### src/rtl/dot_seq_pkg.sv
// Shared types and constants for the dot-product sequencer.
// Holds the FSM state encoding, the optional job counter width and the
// drain counter width.
package dot_seq_pkg;

    localparam int unsigned JOBCNT_W = 16;
    // Drain counter covers macLatency 1..4 (counts 0..macLatency-1).
    localparam int unsigned DRAIN_W  = 2;

    typedef enum logic [1:0] {
        IDLE  = 2'd0,
        RUN   = 2'd1,
        DRAIN = 2'd2,
        HOLD  = 2'd3
    } state_t;

endpackage

### src/rtl/dot_seq_ctrl.sv
// dot_seq_ctrl: sequences one dot-product job over an external MAC datapath.
// It walks the element selector through 0..arraySize-1, pulses clear on the
// first element, waits macLatency cycles for the datapath to settle, then
// captures z into res_data and holds it under a valid/ready handshake.
//
// Ports:
//   clk, rst            rising-edge clock, asynchronous active-low reset
//   start/start_ready   job request; accepted when both high (IDLE only)
//   selector, clear     element index and accumulator-load strobe to datapath
//   z                   datapath accumulator output
//   res_data/res_valid  captured result, held until res_ready
//   res_ready           consumer accepts the result
//   busy                high whenever the FSM is not IDLE
//   job_cnt             (only with DOT_SEQ_JOBCNT_EN) completed-job counter
//
// Build option: define DOT_SEQ_JOBCNT_EN to add the job_cnt output.
module dot_seq_ctrl
    import dot_seq_pkg::*;
#(
    parameter int unsigned arraySize    = 4,
    parameter int unsigned addressWidth = 2,
    parameter int unsigned zBits        = 28,
    parameter int unsigned macLatency   = 1
) (
    input  logic                    clk,
    input  logic                    rst,
    input  logic                    start,
    output logic                    start_ready,
    output logic [addressWidth-1:0] selector,
    output logic                    clear,
    input  logic [zBits-1:0]        z,
    output logic [zBits-1:0]        res_data,
    output logic                    res_valid,
    input  logic                    res_ready,
    output logic                    busy
`ifdef DOT_SEQ_JOBCNT_EN
    ,
    output logic [JOBCNT_W-1:0]     job_cnt
`endif
);

    localparam logic [addressWidth-1:0] LAST_IDX   = addressWidth'(arraySize - 1);
    localparam logic [DRAIN_W-1:0]      LAST_DRAIN = DRAIN_W'(macLatency - 1);

    state_t                  state_q, state_d;
    logic [addressWidth-1:0] cnt_q, cnt_d;
    logic [DRAIN_W-1:0]      dcnt_q, dcnt_d;
    logic                    capture;
    logic                    handshake;

    // Next-state and counter logic.
    always_comb begin
        state_d   = state_q;
        cnt_d     = cnt_q;
        dcnt_d    = dcnt_q;
        capture   = 1'b0;
        handshake = 1'b0;
        case (state_q)
            IDLE: begin
                if (start && start_ready) begin
                    state_d = RUN;
                    cnt_d   = '0;
                end
            end
            RUN: begin
                if (cnt_q == LAST_IDX) begin
                    state_d = DRAIN;
                    cnt_d   = '0;
                    dcnt_d  = '0;
                end else begin
                    cnt_d = cnt_q + addressWidth'(1);
                end
            end
            DRAIN: begin
                if (dcnt_q == LAST_DRAIN) begin
                    state_d = HOLD;
                    capture = 1'b1;
                end else begin
                    dcnt_d = dcnt_q + DRAIN_W'(1);
                end
            end
            HOLD: begin
                if (res_ready) begin
                    state_d   = IDLE;
                    handshake = 1'b1;
                end
            end
            default: state_d = IDLE;
        endcase
    end

    // State, counters and registered outputs; outputs are computed from the
    // next state so they line up with the state they describe.
    always_ff @(posedge clk or negedge rst) begin
        if (!rst) begin
            state_q     <= IDLE;
            cnt_q       <= '0;
            dcnt_q      <= '0;
            selector    <= '0;
            clear       <= 1'b0;
            res_data    <= '0;
            res_valid   <= 1'b0;
            busy        <= 1'b0;
            start_ready <= 1'b0;
        end else begin
            state_q     <= state_d;
            cnt_q       <= cnt_d;
            dcnt_q      <= dcnt_d;
            selector    <= (state_d == RUN) ? cnt_d : '0;
            clear       <= (state_d == RUN) && (cnt_d == '0);
            res_valid   <= (state_d == HOLD);
            busy        <= (state_d != IDLE);
            start_ready <= (state_d == IDLE);
            if (capture) begin
                res_data <= z;
            end
        end
    end

`ifdef DOT_SEQ_JOBCNT_EN
    // Completed-job counter, wraps naturally at 16 bits.
    always_ff @(posedge clk or negedge rst) begin
        if (!rst) begin
            job_cnt <= '0;
        end else if (handshake) begin
            job_cnt <= job_cnt + JOBCNT_W'(1);
        end
    end
`else
    logic unused_handshake;
    assign unused_handshake = handshake;
`endif

endmodule

### config.mk
export PLATFORM = sky130hd
export DESIGN_NAME = dot_seq_ctrl
export DESIGN_NICKNAME = d
export VERILOG_FILES = /design/src/rtl/dot_seq_pkg.sv /design/src/rtl/dot_seq_ctrl.sv
export SDC_FILE = /design/constraint.sdc
export NUM_CORES = 1
export LEC_CHECK = 0
export CAP_MARGIN = 20
export CORE_ASPECT_RATIO = 0.9
export CORE_MARGIN = 1
export CORE_UTILIZATION = 29
export DETAILED_ROUTE_END_ITERATION = 7
export MAX_ROUTING_LAYER = met4
export PLACE_DENSITY = 0.6
export SETUP_SLACK_MARGIN = 0.3
export SYNTH_ARGS = -nofsm -noshare
export SYNTH_HDL_FRONTEND = slang
export SYNTH_SLANG_ARGS = --single-unit
### constraint.sdc
create_clock -name clk -period 2 [get_ports clk]
set_input_delay 0.4 -clock clk [delete_from_list [all_inputs] [get_ports clk]]
set_output_delay 0.4 -clock clk [all_outputs]
set_load 0.02 [all_outputs]
# Word level (Yosys, flattened, before mapping)
# Index checks and enable logic that the tools add are counted.
op_classes:
  mul: 0
  n_mux: 14
  magnitude_cmp: 0
  bitwise_logic: 0
  add_sub_neg: 2
  n_div: 0
  n_shift: 0
  n_eq_ne: 8
  reduce_logical: 9
op_table:
  columns: ["op", "count"]
  rows:
  - ["$mux W2", 9]
  - ["$eq A2 B2 Y1 const B", 4]
  - ["$logic_not A2 Y1", 4]
  - ["$pmux W2 S2", 2]
  - ["$pmux W2 S4", 1]
  - ["$add A2 B1 Y2 const B", 2]
  - ["$eq A2 B1 Y1 const B", 2]
  - ["$ne A2 B2 Y1 const B", 2]
  - ["$reduce_bool A2 Y1", 2]
  - ["$reduce_and A3 Y1", 1]
  - ["$logic_and A1 B1 Y1", 2]
  - ["$mux W1", 2]
word_totals:
  elab_cells: 42
  romBits: 0
  ramBits: 0
  inputBits: 32
  ff_bits: 40
  output_inout_bits: 34
  latchBits: 0
  mem_count: 0

# Logic depth before layout (Yosys ltp)
# Gate-level depths: netlist (run 1).
depth:
  word_depth: 5
  ltp_mapped: 6
  depth_no_buf: 5

# Worst setup path after synthesis (run 1)
# OpenSTA, ideal clock, no wires.
synth_path:
  path_type: "register -> register"
  from: "reg dcnt_q[0]"
  to: "reg res_data[0]"
  period_less_slack_ns: 1.431
  slack_ns: 0.569
  setup_ns: 0.125
  required_ns: 1.875
  t_arrival_ns: 1.306
  n_path_buf: 2
  path_stages_with_launch: 7
  path_cell_list: "dfrtp_1 inv_1 ha_1 nand3b_1 buf_6 buf_6 mux2_4"
synth_via:
  elab_chain_len: 3
synth_rtl:
  columns: ["element", "line", "source"]
  rows:
  - ["start: declaration", "dot_seq_ctrl.sv:47", "logic [DRAIN_W-1:0] dcnt_q, dcnt_d;"]
  - ["start signal: assignment", "dot_seq_ctrl.sv:108", "dcnt_q <= dcnt_d;"]
  - ["$logic_not A2 Y1", "dot_seq_ctrl.sv:75", "if (dcnt_q == LAST_DRAIN) begin"]
  - ["$mux W1", "dot_seq_ctrl.sv:75", null]
  - ["$mux W1", "dot_seq_ctrl.sv:58", "case (state_q)"]
  - ["end signal: assignment", "dot_seq_ctrl.sv:115", "res_data <= z;"]
  - ["end: declaration", "dot_seq_ctrl.sv:32", "output logic [zBits-1:0] res_data,"]
# No other way between the ends.
# A chain may end at the register's enable or synchronous reset.

# Final worst setup path (run 1)
layout_path:
  from: "reg res_data[5]"
  to: "out res_data[5]"
# No word-level cell between the ends.

==> results of run 1 <==
==> layer usage <==
metal | GRT usage | wire, um | up-vias
li1 | - | - | 529
met5 | - | 0 | -
met2 | 0.188 | 1640 | 51
met4 | 0.0409 | 18 | 0
met1 | 0.167 | 1680 | 552
met3 | 0.0360 | 243 | 4
==> layout make-up <==
cell class | instances | area (sq um)
Clock buffer | 8 | 90.1
Fill cell | 489 | 2890
Inverter | 4 | 15.0
Multi-Input combinational cell | 63 | 604
Sequential cell | 40 | 1000
Tap cell | 67 | 83.8
Timing Repair Buffer | 70 | 701
==> registers in the layout (all words and copies together), names as in the netlist <==
name         count
res_data        28
cnt_q            2
dcnt_q           2
selector         2
state_q          2
busy             1
clear            1
res_valid        1
start_ready      1
==> worst reg2reg max path, stage by stage (launching register included) <==
cell and delay (ns):
dfrtp_1 0.40, inv_1 0.06, ha_1 0.23, nand3b_1 0.14, buf_4 0.28, mux2_2 0.37
==> layout by cell type, fill, tap and decap left out, drive strengths merged <==
master / Yosys / routed
clkdlybuf4s50: 0 / 57
dfrtp: 40 / 40
mux2: 28 / 28
clkbuf: 1 / 8
dlymetal6s2s: 0 / 7
nand2: 6 / 6
buf: 4 / 6
nor2: 5 / 5
inv: 4 / 4
nor2b: 4 / 4
a21oi: 3 / 3
a31oi: 2 / 2
o21ai: 2 / 2
and2: 2 / 2
a221oi: 2 / 2
ha: 2 / 2
nand2b: 1 / 1
a211oi: 1 / 1
nor3b: 1 / 1
a21boi: 1 / 1
mux2i: 1 / 1
a31o: 1 / 1
nand3b: 1 / 1
==> through the flow <==
step           hold WS [ns]  cells  instance area, sq um
2_1_floorplan         0.104    112                  1660
3_3_place_gp          0.356    244                  2390
3_5_place_dp          0.382    244                  2390
4_1_cts              0.0694    252                  2480
5_1_grt              0.0776    252                  2490
6_report             0.0653    252                  2490
==> report_power, final <==
| group | switching [W] | internal [W] |
|---|---|---|
| combinational | 0.000943 | 0.00122 |
| clock | 0.000256 | 0.000281 |
| sequential | 0.000228 | 0.00120 |
==> repair_timing <==
action	4_1_cts	5_1_grt
setup buffers	0	0
gates resized for setup	0	7
endpoints found under the setup margin	0	7
==> cells by family (layout without fill, tap and decap cells) <==
group | after synthesis | after routing | share of synthesized area
DFF | 40 | 40 | 0.602
muxes | 29 | 29 | 0.241
and+or+nand+nor | 20 | 20 | 0.0602
AOI/OAI and AO/OA | 12 | 12 | 0.0474
buffers and inverters | 9 | 82 | 0.0346
adders and majority gates | 2 | 2 | 0.0150
==> path summary, 6_finish.rpt <==
path,startpoint,endpoint,slack (ns),cells after the start
max in group asynchronous,rst,res_valid,1.29,2
hold / removal,rst,res_data[3],0.07,1
min in group clk,res_data[19],res_data[19],0.51,1
setup reg to reg,dcnt_q[0],res_data[17],0.42,5
setup / recovery,res_data[5],res_data[5],0.35,1
hold reg to reg,res_data[19],res_data[19],0.51,1
==> flow_metrics.tcl, run 1 <==
set metrics [dict create \
    syn_nets 146 \
    core_area_sq_um 5380 \
    hold_violations 0 \
    syn_avg_cell_area_sq_um 14.8 \
    crit_arrival_ns 1.25 \
    fin_nets 218 \
    crit_type "flip-flop to output port" \
    gp_congestion 0.792 \
    yosysWarnings 0 \
    insertion_delay_ns 0.28 \
    synth_seq_area_share 0.602 \
    endpoint_kind "output port" \
    antenna_found_initial 0 \
    grt_pass1_wl_um 5510 \
    crit_slowest_cell "clkdlybuf4s50_1" \
    worstPathBufferInverterCount 1 \
    yosysMostFrequentCell "dfrtp_1" \
    relSlewSlack 0.689 \
    grt_max_degree 22 \
    yosysTopAreaCell "dfrtp_1" \
    yosys_most_used_dff "dfrtp_1" \
    ant_nets 0 \
    vias 1136 \
    cts.sinks 40 \
    ys_async_sr_fraction 1.00 \
    cap_violations 0 \
    ys_top_cells_by_count "dfrtp_1, mux2_4, mux2_2" \
    cts_max_level 2 \
    die-area_sq_um 6040 \
    grt_overflow 0 \
    p_leak_nw 1.17 \
    syn-instance-count 112 \
    synth_top_area_share 0.602 \
    cpPeakStageDelay_ns 0.61 \
    start_util 0.309 \
    hold_path.class "input port to async pin" \
    setup_ws_ns 0.350 \
    rows 25 \
    holdBufCountCts 0 \
    cts_made_buffers 5 \
    setup_viol 0 \
    drt-vias-per-instance 4.51 \
    clock_skew_ns 0.00815 \
    antennaDiodeCount 0 \
    status "complete, no violations" \
    final_util 0.464 \
    wire_per_inst_um 14.2 \
    required_ns 1.60 \
    fin_crit_ns 1.65 \
    die_w_um 81.8 \
    setup_tns_ns 0 \
    rsz0062_at_grt "no" \
    start_kind "flip-flop" \
    ys_seq_elements 40 \
    firstDrtPassIters 4 \
    area_growth_pct 50.0 \
    clockBufferDepth 2 \
    period_share 0.825 \
    ys_types 23 \
    final_layout_size_suffix_gt1_frac 0.222 \
    cts_tree "built" \
    max_freq_mhz 606 \
    synth_edf_count 0 \
    synth_top_cells_by_area "dfrtp_1, mux2_4, mux2_2, buf_6, ha_1" \
    worstMarginPinSlew_ns 0.466 \
    path_clk_slew_ns 0.08 \
    crit_family "buffers and inverters" \
    dp_slack_ns 0.428 \
    grt_pass1_vias 1149 \
    powerDensity_nw_per_um2 1650 \
    syn_area_sq_um 1660 \
    die_h_um 73.8 \
    hpwlAfterDp_um 2680 \
    crit_fanout 2 \
    totalWireLength_um 3580 \
    slew_viol_final 0 \
    num_io_pins 66 \
    port_buffers 65 \
    drt_iter0_drc 32 \
    cts_root_buffer "clkbuf_8" \
    peakVddDrop_uv 693 \
    total_power_w 0.00412 \
    remaining_drc_errors 0 \
    track_usage 0.127 \
    path_cells "clkdlybuf4s50_1" \
]
Power figures use the tool's default switching activity.
==> run 2: changes to the inputs <==
- clock period: 2 -> 1.6 ns (I/O delays scaled with it)
==> flow_metrics.tcl, run 2 (synthesis gave the netlist of run 1 again) <==
set metrics [dict create \
    rsz0062_at_grt "yes" \
    firstDrtPassIters 4 \
    wire_per_inst_um 15.4 \
    totalWireLength_um 4020 \
    ant_nets 0 \
    start_kind "flip-flop" \
    hpwlAfterDp_um 2710 \
    gp_congestion 0.765 \
    powerDensity_nw_per_um2 2010 \
    nFillCells 488 \
    placed_cell_area_sq_um 2400 \
    antennaDiodeCount 0 \
    start_util 0.309 \
    final_layout_size_suffix_gt1_frac 0.456 \
    track_usage 0.139 \
    clockBufferDepth 2 \
    final_common_cell "dfrtp_1" \
    setup_viol 0 \
    setup_tns_ns 0 \
    final_cell_mix "dfrtp_1, clkdlybuf4s50_1, clkbuf_2" \
    cts_max_level 2 \
    die-area_sq_um 6040 \
    path_clk_slew_ns 0.08 \
    finalInstanceArea_sq_um 2570 \
    hold_violations 0 \
    num_io_pins 66 \
    cts_made_buffers 5 \
    drt-vias-per-instance 4.48 \
    core_area_sq_um 5380 \
    max_freq_mhz 683 \
    grt_max_degree 26 \
    p_leak_nw 1.23 \
    worstMarginPinSlew_ns 0.376 \
    area_growth_pct 54.9 \
    crit_type "flip-flop to flip-flop" \
    antenna_found_initial 0 \
    required_ns 1.77 \
    die_h_um 73.8 \
    largest_reg_flops 28 \
    rows 25 \
    hold_path.class "input port to async pin" \
    peakVddDrop_uv 863 \
    endpoint_kind "flip-flop" \
    period_share 0.915 \
    max_flop_register "res_data" \
    slew_viol_final 0 \
    remaining_drc_errors 0 \
    grt_pass1_wl_um 6040 \
    cts.sinks 40 \
    clock_skew_ns 0.00407 \
    grt_overflow 0 \
    grt_pass1_vias 1262 \
    fin_crit_ns 1.46 \
    vias 1174 \
    status "complete, no violations" \
    relSlewSlack 0.749 \
    die_w_um 81.8 \
    insertion_delay_ns 0.28 \
    cts_root_buffer "clkbuf_8" \
    crit_arrival_ns 1.63 \
    crit_fanout 10 \
    cap_violations 0 \
    drt_iter0_drc 22 \
    cts_tree "built" \
    fin_nets 228 \
    port_buffers 65 \
]
[run 2: worst paths after layout]
path | startpoint | endpoint | slack (ns) | cells after the start
min in group clk | res_data[19] | res_data[19] | 0.51 | 1
hold reg to reg | res_data[19] | res_data[19] | 0.51 | 1
setup / recovery | dcnt_q[1] | res_data[3] | 0.14 | 6
setup reg to reg | dcnt_q[1] | res_data[3] | 0.14 | 6
max in group asynchronous | rst | dcnt_q[0] | 0.64 | 3
hold / removal | rst | res_data[13] | 0.49 | 2
[run 2: metrics by stage]
step	worst slack [ns]	power, W	cells	util	hold WS, ns
CTS	0.153	0.00529	260	0.490	0.507
finish	0.136	0.00517	262	0.479	0.493
global route	0.0776	0.00548	262	0.479	0.519
floorplan	0.206	0.00341	112	-	0.0244
global placement	0.134	0.00448	244	0.447	0.250
detailed placement	0.0557	0.00456	244	0.447	0.264
[run 2: final cells by class]
cell class | instances | area, sq um | share of cell area
inverter | 4 | 15.0 | 0.00583
clock buffer | 6 | 82.6 | 0.0321
sequential | 40 | 1000 | 0.389
clock inverter | 2 | 10.0 | 0.00389
multi-input combinational | 63 | 647 | 0.251
timing repair buffer | 80 | 736 | 0.286
tap | 67 | 83.8 | 0.0326
[run 2: timing repair]
| item | in CTS | in global routing |
|---|---|---|
| endpoints found under the hold margin | 15 | 0 |
| endpoints found under the setup margin | 65 | 63 |
| setup buffers | 5 | 1 |
| pin swaps | 0 | 1 |
| resized for setup | 82 | 34 |
| gates cloned | 2 | 1 |
| hold buffers | 1 | 0 |
[run 2: metal layers]
layer / vias to the layer above / global-route usage / share of wire
met4: 0 / 0.0487 / 0.0060
met1: 578 / 0.175 / 0.47
li1: 550 / - / -
met2: 42 / 0.216 / 0.46
met3: 4 / 0.0373 / 0.068
met5: - / - / 0
[run 2: power breakdown]
part	switching (W)	leakage, nW	internal (W)
Combinational	0.00131	0.698	0.00142
Clock	0.000339	0.0510	0.000344
Sequential	0.000263	0.476	0.00150
[run 2: worst max-delay path: stages, from the launching register on]
cell	delay, ns
dfrtp_1	0.39
inv_1	0.06
ha_2	0.17
nand3b_1	0.11
buf_6	0.17
buf_12	0.15
mux2_4	0.30
